--- src/rtl/rs_pkg.sv ---
// Shared definitions for the RS(N,K) encoder over GF(2^8): widths, default code
// size, sequencer states and the generator coefficients used by the parity stages.
`timescale 1ns/1ps
`default_nettype none
package rs_pkg;

  localparam int SYM_W   = 8;
  localparam int RS_N    = 255;
  localparam int RS_K    = 239;
  localparam int RS_NPAR = RS_N - RS_K;

  typedef enum logic [1:0] {
    IDLE = 2'd0,
    MSG  = 2'd1,
    PAR  = 2'd2
  } rs_state_e;

  // Field multiply, primitive polynomial x^8+x^4+x^3+x^2+1 (0x11D).
  function automatic logic [SYM_W-1:0] gf_mul(input logic [SYM_W-1:0] a,
                                              input logic [SYM_W-1:0] b);
    logic [SYM_W-1:0] p;
    logic [SYM_W-1:0] x;
    p = '0;
    x = a;
    for (int i = 0; i < SYM_W; i++) begin
      if (b[i]) p = p ^ x;
      x = x[SYM_W-1] ? ((x << 1) ^ 8'h1D) : (x << 1);
    end
    return p;
  endfunction

  // g(x) = prod_{i=0}^{NPAR-1} (x - alpha^i); coefficient of x^i at bits [8i +: 8].
  function automatic logic [RS_NPAR*SYM_W-1:0] gen_poly();
    logic [SYM_W-1:0] g [RS_NPAR+1];
    logic [SYM_W-1:0] root;
    logic [RS_NPAR*SYM_W-1:0] packed_g;
    for (int j = 0; j <= RS_NPAR; j++) g[j] = '0;
    g[0] = 8'h01;
    root = 8'h01;
    for (int r = 0; r < RS_NPAR; r++) begin
      for (int j = RS_NPAR; j >= 1; j--) g[j] = g[j-1] ^ gf_mul(g[j], root);
      g[0] = gf_mul(g[0], root);
      root = gf_mul(root, 8'h02);
    end
    for (int j = 0; j < RS_NPAR; j++) packed_g[j*SYM_W +: SYM_W] = g[j];
    return packed_g;
  endfunction

  localparam logic [RS_NPAR*SYM_W-1:0] GEN_COEF = gen_poly();

endpackage
`default_nettype wire

--- src/rtl/rs_enc_ctrl.sv ---
// Frame sequencer for the systematic RS encoder: passes K message symbols through,
// steers the external parity bank, then shifts out the NPAR parity symbols.
`timescale 1ns/1ps
`default_nettype none
module rs_enc_ctrl
  import rs_pkg::*;
#(
  parameter int N = RS_N,
  parameter int K = RS_K
) (
  input  logic             clk,
  input  logic             rst,
  input  logic [SYM_W-1:0] in_data,
  input  logic             in_valid,
  input  logic             in_sop,
  output logic             in_ready,
  output logic [SYM_W-1:0] fb_sym,
  output logic             par_en,
  output logic             par_clr,
  input  logic [SYM_W-1:0] par_tail,
  output logic [SYM_W-1:0] out_data,
  output logic             out_valid,
  output logic             out_last,
  input  logic             out_ready,
  output logic             sop_err
);

  localparam int         NPAR      = N - K;
  localparam logic [7:0] K_LAST    = 8'(K - 1);
  localparam logic [7:0] NPAR_LAST = 8'(NPAR - 1);

  rs_state_e        state_q, state_d;
  logic [7:0]       cnt_q, cnt_d;
  logic [SYM_W-1:0] out_data_q, out_data_d;
  logic             out_valid_q, out_valid_d;
  logic             out_last_q, out_last_d;
  logic             sop_err_q, sop_err_d;
  logic             adv;
  logic             accept;

  always_comb begin
    adv         = !out_valid_q | out_ready;
    in_ready    = adv & (state_q != PAR) & !rst;
    accept      = in_valid & in_ready;
    par_en      = 1'b0;
    par_clr     = rst | (state_q == IDLE);
    fb_sym      = '0;
    sop_err_d   = 1'b0;
    state_d     = state_q;
    cnt_d       = cnt_q;
    out_data_d  = out_data_q;
    out_valid_d = out_valid_q;
    out_last_d  = out_last_q;
    if (adv) begin
      out_valid_d = 1'b0;
      out_last_d  = 1'b0;
    end
    case (state_q)
      IDLE: begin
        if (accept) begin
          if (in_sop) begin
            par_en      = 1'b1;
            fb_sym      = in_data;
            out_valid_d = 1'b1;
            out_data_d  = in_data;
            cnt_d       = 8'd1;
            state_d     = MSG;
          end else begin
            sop_err_d = 1'b1;
          end
        end
      end
      MSG: begin
        if (accept) begin
          par_en      = 1'b1;
          out_valid_d = 1'b1;
          out_data_d  = in_data;
          // A restart clears the bank in the same step it loads, so the tail is ignored.
          if (in_sop) begin
            sop_err_d = 1'b1;
            par_clr   = 1'b1;
            fb_sym    = in_data;
            cnt_d     = 8'd1;
          end else begin
            fb_sym = in_data ^ par_tail;
            if (cnt_q == K_LAST) begin
              cnt_d   = 8'd0;
              state_d = PAR;
            end else begin
              cnt_d = cnt_q + 8'd1;
            end
          end
        end
      end
      PAR: begin
        if (adv && !rst) begin
          par_en      = 1'b1;
          out_valid_d = 1'b1;
          out_data_d  = par_tail;
          if (cnt_q == NPAR_LAST) begin
            out_last_d = 1'b1;
            cnt_d      = 8'd0;
            state_d    = IDLE;
          end else begin
            cnt_d = cnt_q + 8'd1;
          end
        end
      end
      default: state_d = IDLE;
    endcase
  end

  always_ff @(posedge clk) begin
    if (rst) begin
      state_q     <= IDLE;
      cnt_q       <= 8'd0;
      out_data_q  <= '0;
      out_valid_q <= 1'b0;
      out_last_q  <= 1'b0;
      sop_err_q   <= 1'b0;
    end else begin
      state_q     <= state_d;
      cnt_q       <= cnt_d;
      out_data_q  <= out_data_d;
      out_valid_q <= out_valid_d;
      out_last_q  <= out_last_d;
      sop_err_q   <= sop_err_d;
    end
  end

  assign out_data  = out_data_q;
  assign out_valid = out_valid_q;
  assign out_last  = out_last_q;
  assign sop_err   = sop_err_q;

endmodule
`default_nettype wire

--- config.mk ---
export PLATFORM = sky130hd
export DESIGN_NAME = rs_enc_ctrl
export DESIGN_NICKNAME = d
export VERILOG_FILES = /design/src/rtl/rs_pkg.sv /design/src/rtl/rs_enc_ctrl.sv
export SDC_FILE = /design/constraint.sdc
export NUM_CORES = 1
export LEC_CHECK = 0
export BUFFER_PORTS_ARGS = -buffer_cell sky130_fd_sc_hd__buf_2
export CORE_ASPECT_RATIO = 1.75
export CORE_MARGIN = 2
export CORE_UTILIZATION = 50
export CTS_CLUSTER_SIZE = 20
export DETAILED_ROUTE_END_ITERATION = 7
export PLACE_DENSITY = 0.78
export SKIP_LAST_GASP = 1
export SYNTH_ARGS = -nofsm -noshare
export SYNTH_HDL_FRONTEND = slang
export SYNTH_SLANG_ARGS = --single-unit
--- constraint.sdc ---
create_clock -name clk -period 2.3 [get_ports clk]
set_input_delay 0.46 -clock clk [delete_from_list [all_inputs] [get_ports clk]]
set_output_delay 0.46 -clock clk [all_outputs]
set_load 0.005 [all_outputs]
# Word-level counts from Yosys, hierarchy flattened
# Cells that the tools add are included.
[totals] ff_bits=21 inputBits=21 elab_cells=79
[classes] addsub=1 eq_ne=12 muxes=47 bitwise=6 reduce_logical=7
[ops] op="$mux 8" count=15
[ops] op="$pmux 8 s3" count=2
[ops] op="$mux 1" count=18
[ops] op="$ne 2x2->1 const B" count=8
[ops] op="$pmux 8 s2" count=1
[ops] op="$mux 2" count=7
[ops] op="$add 8x1->8 const B" count=1
[ops] op="$eq 8x4->1 const B" count=1
[ops] op="$eq 8x8->1 const B" count=1
[ops] op="$xor 8x8->8" count=1
[ops] op="$reduce_and 7->1" count=1
[ops] op="$pmux 1 s3" count=2
[ops] op="$pmux 2 s3" count=1
[ops] op="$reduce_and 5->1" count=1
[ops] op="$and 1x1->1" count=3
[ops] op="$reduce_bool 3->1" count=1
[ops] op="$eq 2x1->1 const B" count=1
[ops] op="$eq 2x2->1 const B" count=1
[ops] op="$logic_not 1->1" count=2
[ops] op="$logic_not 2->1" count=1
[ops] op="$or 1x1->1" count=2
[ops] op="$pmux 1 s2" count=1
[ops] op="$logic_and 1x1->1" count=1

# Longest topological paths before layout
# Gate-level depths: netlist of run 1.
[logic_depth] ltp_word=7 depth_mapped=9 depth_no_buf=7

# Worst setup path before layout of run 1
# Ideal clock, no wire load.
[synth_timing] kind="flip-flop to output port" startpoint="register state_q[0]" endpoint="output fb_sym[1]" t_arrival_ns=1.742 path_slack_ns=0.098 stages_incl_launch_ff=10 n_path_buf=2 path_cell_list="dfxtp_1 -> inv_1 -> ha_1 -> buf_2 -> nor2b_1 -> and3_1 -> clkbuf_2 -> nand2_1 -> nor2_2 -> a22o_1"
[synth_between] elab_chain_cells=6
[synth_lines] item="start, declared" line_no="rs_enc_ctrl.sv:32" source="rs_state_e state_q, state_d;"
[synth_lines] item="start signal, assigned" line_no="rs_enc_ctrl.sv:122" source="state_q <= state_d;"
[synth_lines] item="$ne 2x2->1" line_no="rs_enc_ctrl.sv:43" source="in_ready = adv & (state_q != PAR) & !rst;"
[synth_lines] item="$and 1x1->1 (2 in series)" line_no="rs_enc_ctrl.sv:43"
[synth_lines] item="$and 1x1->1" line_no="rs_enc_ctrl.sv:44" source="accept = in_valid & in_ready;"
[synth_lines] item="$mux 8, on equally long branches" line_no="rs_enc_ctrl.sv:74, rs_enc_ctrl.sv:60"
[synth_lines] item="$pmux 8 s2 *" line_no="rs_enc_ctrl.sv:58" source="case (state_q)"
[synth_lines] item="end, declared" line_no="rs_enc_ctrl.sv:17" source="output logic [SYM_W-1:0] fb_sym,"
# Every way passes the cells marked *; elsewhere a longest branch is shown, timed or not.

# Worst setup path after layout of run 1
[layout_timing] startpoint="register state_q[0]" endpoint="output fb_sym[3]"
# Same word-level chain as after synthesis.

==> results of run 1 <==
-- power by group --
group / internal [µW] / switching [µW] / leakage, µW / total [µW]
clock: 124 / 120 / 0.0000228 / 244
combinational: 174 / 222 / 0.000552 / 396
sequential: 400 / 22.2 / 0.000172 / 422
-- per-layer routing --
layer | GRT usage [%] | up-vias | share of wire, %
met3 | 2.13 | 11 | 5.0
li1 | - | 740 | -
met5 | 0 | - | 0
met1 | 21.7 | 678 | 37
met4 | 8.82 | 0 | 2.5
met2 | 42.4 | 59 | 55
-- cells in the mapped netlist, drive strengths merged, types with 2 or more instances --
| library cell | count | area (µm²) |
|---|---|---|
| and3 | 2 | 12.5 |
| nand2 | 9 | 33.8 |
| clkbuf | 2 | 8.75 |
| nand3 | 8 | 40.0 |
| xor2 | 5 | 43.8 |
| buf | 6 | 42.5 |
| or4 | 2 | 15.0 |
| dfxtp | 21 | 420 |
| nor2b | 20 | 125 |
| o31ai | 2 | 15.0 |
| nor2 | 19 | 73.8 |
| a21oi | 6 | 30.0 |
| inv | 4 | 15.0 |
| ha | 6 | 75.1 |
| nand3b | 2 | 15.0 |
| o21ai | 18 | 90.1 |
| and2 | 2 | 12.5 |
| a22o | 8 | 70.1 |
| a211oi | 11 | 145 |
| nor4 | 2 | 12.5 |
| nor3 | 3 | 15.0 |
| mux2i | 8 | 80.1 |
| nand2b | 3 | 18.8 |
-- worst max-delay path, cell delays in order (launching register included) --
cell and delay, ps:
dfxtp_2 340, inv_2 40, ha_2 180, nor2b_2 130, and3_4 270, nand2_8 80, nor2_4 200, a22o_1 150
buf_2 100
-- placed cells by master (no fill, tap or decap), types with 3 or more instances in the layout --
master,Yosys,layout
a22o_1,8,8
nand3_1,8,7
o21ai_0,16,11
buf_4,1,8
buf_2,1,42
nor2b_1,20,19
o21ai_1,2,7
nor2_1,18,18
a21oi_1,6,6
nand2b_1,3,3
xor2_1,5,5
dfxtp_1,21,20
nand2_1,9,8
clkbuf_8,0,3
mux2i_1,8,8
nor3_1,3,3
a211oi_2,10,10
ha_1,6,4
inv_1,4,3
-- path summary, 6_finish.rpt --
| check | startpoint | to | slack (ps) | cells after the start |
|---|---|---|---|---|
| setup / recovery | state_q[0] | fb_sym[3] | 90 | 8 |
| setup reg to reg | state_q[1] | out_data[7] | 150 | 8 |
| hold reg to reg | out_last | out_last | 490 | 2 |
| hold / removal | out_last | out_last | 490 | 2 |
-- metrics by stage --
| stage | std cells | area, µm² | util, % |
|---|---|---|---|
| floorplan | 179 | 1500 | - |
| global placement | 249 | 1750 | 60.4 |
| detailed placement | 249 | 1750 | 60.4 |
| CTS | 253 | 1810 | 62.6 |
| global route | 254 | 1850 | 64.0 |
| finish | 254 | 1850 | 64.0 |
-- kinds of logic (layout without fill, tap and decap cells) --
| family | after synthesis | after routing | synth area share, % |
|---|---|---|---|
| AND/OR/NAND/NOR | 74 | 75 | 26.0 |
| AO/OA/AOI/OAI | 53 | 53 | 28.1 |
| flip-flops | 21 | 21 | 28.1 |
| buffers and inverters | 12 | 58 | 4.43 |
| multiplexers | 8 | 8 | 5.36 |
| adder cells (fa/ha/maj) | 6 | 6 | 5.02 |
| XOR/XNOR | 5 | 5 | 2.93 |
-- sequential cells by signal (all words and copies together) (netlist names) --
| register | flops |
|---|---|
| out_valid | 1 |
| out_last | 1 |
| sop_err | 1 |
| cnt_q | 8 |
| out_data | 8 |
| state_q | 2 |
-- what timing repair did --
| item | in CTS | in global routing |
|---|---|---|
| resized for setup | 4 | 13 |
| setup buffers | 0 | 0 |
| pin swaps | 0 | 4 |
| cloned | 0 | 1 |
| setup endpoints to repair | 8 | 23 |
-- final cells by class --
cell class	count	area (µm²)
Multi-Input combinational cell	147	1070
Fill cell	258	1040
Sequential cell	21	422
Timing Repair Buffer	50	270
Clock buffer	4	45.0
Tap cell	28	35.0
Inverter	4	15.0
==> metrics.cfg, run 1 <==
[drt]
drtIter0Drc = 50
vias = 1488
wire_per_inst_um = 14.8
avgViaCountPerCell = 5.86
drt-total-wl_mm = 3.75
ant_nets = 0
drc = 0
first_pass_iters = 4

[die]
die_y_um = 76.3
die-area_um2 = 3460
coreArea_um2 = 2900
die_w_um = 45.3
start_util_pct = 51.6
num_rows = 26
design.portCount = 43

[worst_setup_path]
cp-start-kind = flop
required_ps = 1840
worstPathArrival_ps = 1750
worstSetupPathType = reg -> out
crit_fanout = 8
end_kind = output pin

[finish]
nNetsFinal = 254
area_growth_syn_to_layout_pct = 23.9
diodes = 0
drive_gt1_share_pct = 33.6

[placed_design]
gp_congestion = 0.895
place_ws_ps = 117
hpwl_mm = 2.79
portBuffers = 42

[power_and_ir_drop]
power_leakage_uw = 0.000747
power_density_nw_per_um2 = 573
finalPower_uw = 1060
ir_drop_mv = 0.365

[synth]
synth_seq_cells = 21
yosys_warnings = 0
syn-num-nets = 206
yosysSeqAreaShare_pct = 28.1
synthDistinctLibCells = 40
synth_ff_type = dfxtp_1
synth-edff-count = 0
syn_area_um2 = 1500
synth_cells = 179
syn_avg_cell_area_um2 = 8.35
async_flop_share_pct = 0

[cts]
insertion_delay_ps = 260
path_clk_slew_ps = 70
cts_max_level = 1
numCtsBuffers = 3
cts_tree = yes
clk_path_buf_depth = 2
cts_root_buffer = clkbuf_8
cts_sinks = 21
cts_hold_buffers = 0

[sta]
fmax_ghz = 0.452
clock_skew_ps = 1.32
slew_headroom_pct = 63.0
worstMarginPinSlew_ps = 554
finalCritPeriodShare_pct = 96.2
period_needed_ps = 2210
rsz0062_at_grt = no
slew_viol_final = 0
tns_ps = 0
setup_viol = 0
hold_ws_ps = 486
setup_ws_ps = 87.6
hold_viol_final = 0

[worst_hold_path]
hold_class = reg -> reg

[grt]
gr-total-overflow = 0
grt_pass1_wl_mm = 5.73
grtUsageTotal_pct = 22.0
antenna_found_initial = 0
grt_pass1_vias = 1318
grt_max_degree = 19

[outcome]
status = complete, no violations

[run]
drv_cap = 0

Power figures use the tool's default switching activity.
==> run 2, diff against run 1 <==
--- a/config.mk
+++ b/config.mk
@@ -11,6 +11,7 @@
 export CORE_UTILIZATION = 50
 export CTS_CLUSTER_SIZE = 20
 export DETAILED_ROUTE_END_ITERATION = 7
+export MAX_ROUTING_LAYER = met4
 export PLACE_DENSITY = 0.78
 export SKIP_LAST_GASP = 1
 export SYNTH_ARGS = -nofsm -noshare
==> constraint.sdc (replaced) <==
create_clock -name clk -period 2.3 [get_ports clk]
set_input_delay 0.46 -clock clk [delete_from_list [all_inputs] [get_ports clk]]
set_output_delay 0.46 -clock clk [all_outputs]
set_load 0.1 [all_outputs]
==> run 2 against run 1 <==
First-iteration DRC count grew 32%; global-route usage rose by 7.7 points; via count rose by 11%; critical path depth is 1 higher; wire length up 30%; fmax fell by 7.3%; sequential cell count is the same; the run now ends with negative setup slack left; core utilization up 13 points; clock skew hardly changed; register-to-register slack got worse by 60 ps; worst setup slack lost 170 ps.
==> metrics.cfg, run 2 (synthesized netlist as in run 1, its figures left out) <==
[finish]
final_cell_mix = buf_2, nor2b_1, nor2_1, dfxtp_1, buf_4
fillCellCount = 181  ; -30%
diodes = 0  ; unchanged
area_growth_syn_to_layout_pct = 49.9
final_util_pct = 77.4  ; +13 points
drive_gt1_share_pct = 45.3  ; +12 points
final_common_cell = buf_2
nNetsFinal = 264  ; +3.9%

[worst_hold_path]
hold_class = reg -> reg

[sta]
rsz0062_at_grt = yes
period_needed_ps = 2390  ; +173 ps
worstMarginPinSlew_ps = 544  ; -10.5 ps
fmax_ghz = 0.419  ; -7.3%
hold_viol_final = 0  ; unchanged
setup_viol = 9  ; +9
slew_viol_final = 0  ; unchanged
setup_ws_ps = -85.6  ; -173 ps
slew_headroom_pct = 63.7  ; +0.70 points
clock_skew_ps = 0.925  ; -0.398 ps
hold_ws_ps = 541  ; +55.0 ps
finalCritPeriodShare_pct = 104  ; +7.5 points

[grt]
grt_max_degree = 19  ; unchanged
grt_pass1_wl_mm = 7.65  ; +33%
grtUsageTotal_pct = 29.7  ; +7.7 points
grt_pass1_vias = 1680  ; +27%
antenna_found_initial = 0  ; unchanged
gr-total-overflow = 0  ; unchanged

[power_and_ir_drop]
finalPower_uw = 1500  ; +41%
ir_drop_mv = 0.563  ; +54%
power_density_nw_per_um2 = 670  ; +17%
power_leakage_uw = 0.000896  ; +20%

[drt]
vias = 1646  ; +11%
wire_per_inst_um = 18.5  ; +25%
drt-total-wl_mm = 4.88  ; +30%
drtIter0Drc = 66  ; +32%
avgViaCountPerCell = 6.23  ; +6.4%
ant_nets = 0  ; unchanged
drc = 0  ; unchanged
first_pass_iters = 4  ; unchanged

[die]
die-area_um2 = 3460  ; unchanged
start_util_pct = 51.6  ; unchanged
coreArea_um2 = 2900  ; unchanged
die_y_um = 76.3  ; unchanged
die_w_um = 45.3  ; unchanged
num_rows = 26  ; unchanged
design.portCount = 43  ; unchanged

[worst_setup_path]
end_kind = output pin
slowest_delay_ps = 350  ; about the same
worstSetupPathType = reg -> out
worstPathArrival_ps = 1930  ; +180 ps
slowest_stage = dfxtp_2
path_cells = inv_2 -> ha_4 -> nor2b_4 -> and3_4 -> nand3_4 -> buf_4 -> o21ai_2 -> a22o_4 -> buf_12
crit_fanout = 6  ; -2
required_ps = 1840  ; about the same
cp-start-kind = flop

[cts]
cts_max_level = 1  ; unchanged
cts_hold_buffers = 0  ; unchanged
insertion_delay_ps = 270  ; about the same
cts_tree = yes
path_clk_slew_ps = 80  ; about the same
clk_path_buf_depth = 2  ; unchanged
numCtsBuffers = 3  ; unchanged
cts_sinks = 21  ; unchanged
cts_root_buffer = clkbuf_8

[placed_design]
portBuffers = 42  ; unchanged
hpwl_mm = 3.49  ; +25%
gp_congestion = 0.881  ; -1.6%

[outcome]
status = finished with violations
violations = negative setup slack

[run]
drv_cap = 0  ; unchanged

[run 2: metal layers]
metal  track usage [%]  vias up  share of wire (%)
met2              52.6       80                 58
met1              30.5      797                 35
li1                  -      761                  -
met4              13.5        0                2.0
met3              3.55        8                5.1
met5                 -        -                  0
[run 2: metrics by stage]
| step | cell area [µm²] | std cells | TNS (ps) | setup slack, ps |
|---|---|---|---|---|
| 2_1_floorplan | 1650 | 179 | -13.9 | -13.4 |
| 3_3_place_gp | 2030 | 248 | -154 | -20.5 |
| 3_5_place_dp | 2030 | 248 | -504 | -79.8 |
| 4_1_cts | 2150 | 256 | -363 | -53.8 |
| 5_1_grt | 2240 | 264 | -997 | -120 |
| 6_report | 2240 | 264 | -607 | -85.6 |
[run 2: what timing repair did]
action | 4_1_cts | 5_1_grt
pin swaps | 3 | 7
resized for setup | 13 | 13
setup buffers | 4 | 8
gates cloned | 0 | 0
setup endpoints to repair | 9 | 24
[run 2: worst max-delay path, delay by kind of cell, from the launching register on]
kind,cells,cell delay (ps)
AND/OR/NAND/NOR,3,510
buffers and inverters,3,390
flip-flops,1,350
AO/OA/AOI/OAI,2,230
adder cells (fa/ha/maj),1,160
[run 2: final cells by class]
cell class / instances / area, µm² / area share (%)
multi-input cells: 146 / 1200 / 53.5
repair buffers: 61 / 523 / 23.3
flip-flops and latches: 21 / 424 / 18.9
clock buffers: 4 / 45.0 / 2.01
well taps: 28 / 35.0 / 1.56
inverters: 4 / 15.0 / 0.670
[run 2: final timing paths]
kind,cells past startpoint,from,to,slack [ps]
setup / recovery,9,state_q[0],fb_sym[0],-90
hold / removal,2,out_last,out_last,540
setup reg to reg,9,state_q[0],out_data[6],90
hold reg to reg,2,out_last,out_last,540
[run 2: power breakdown]
part / internal (µW) / switching [µW]
sequential: 401 / 27.8
combinational: 255 / 557
clock: 124 / 136
total: 780 / 721
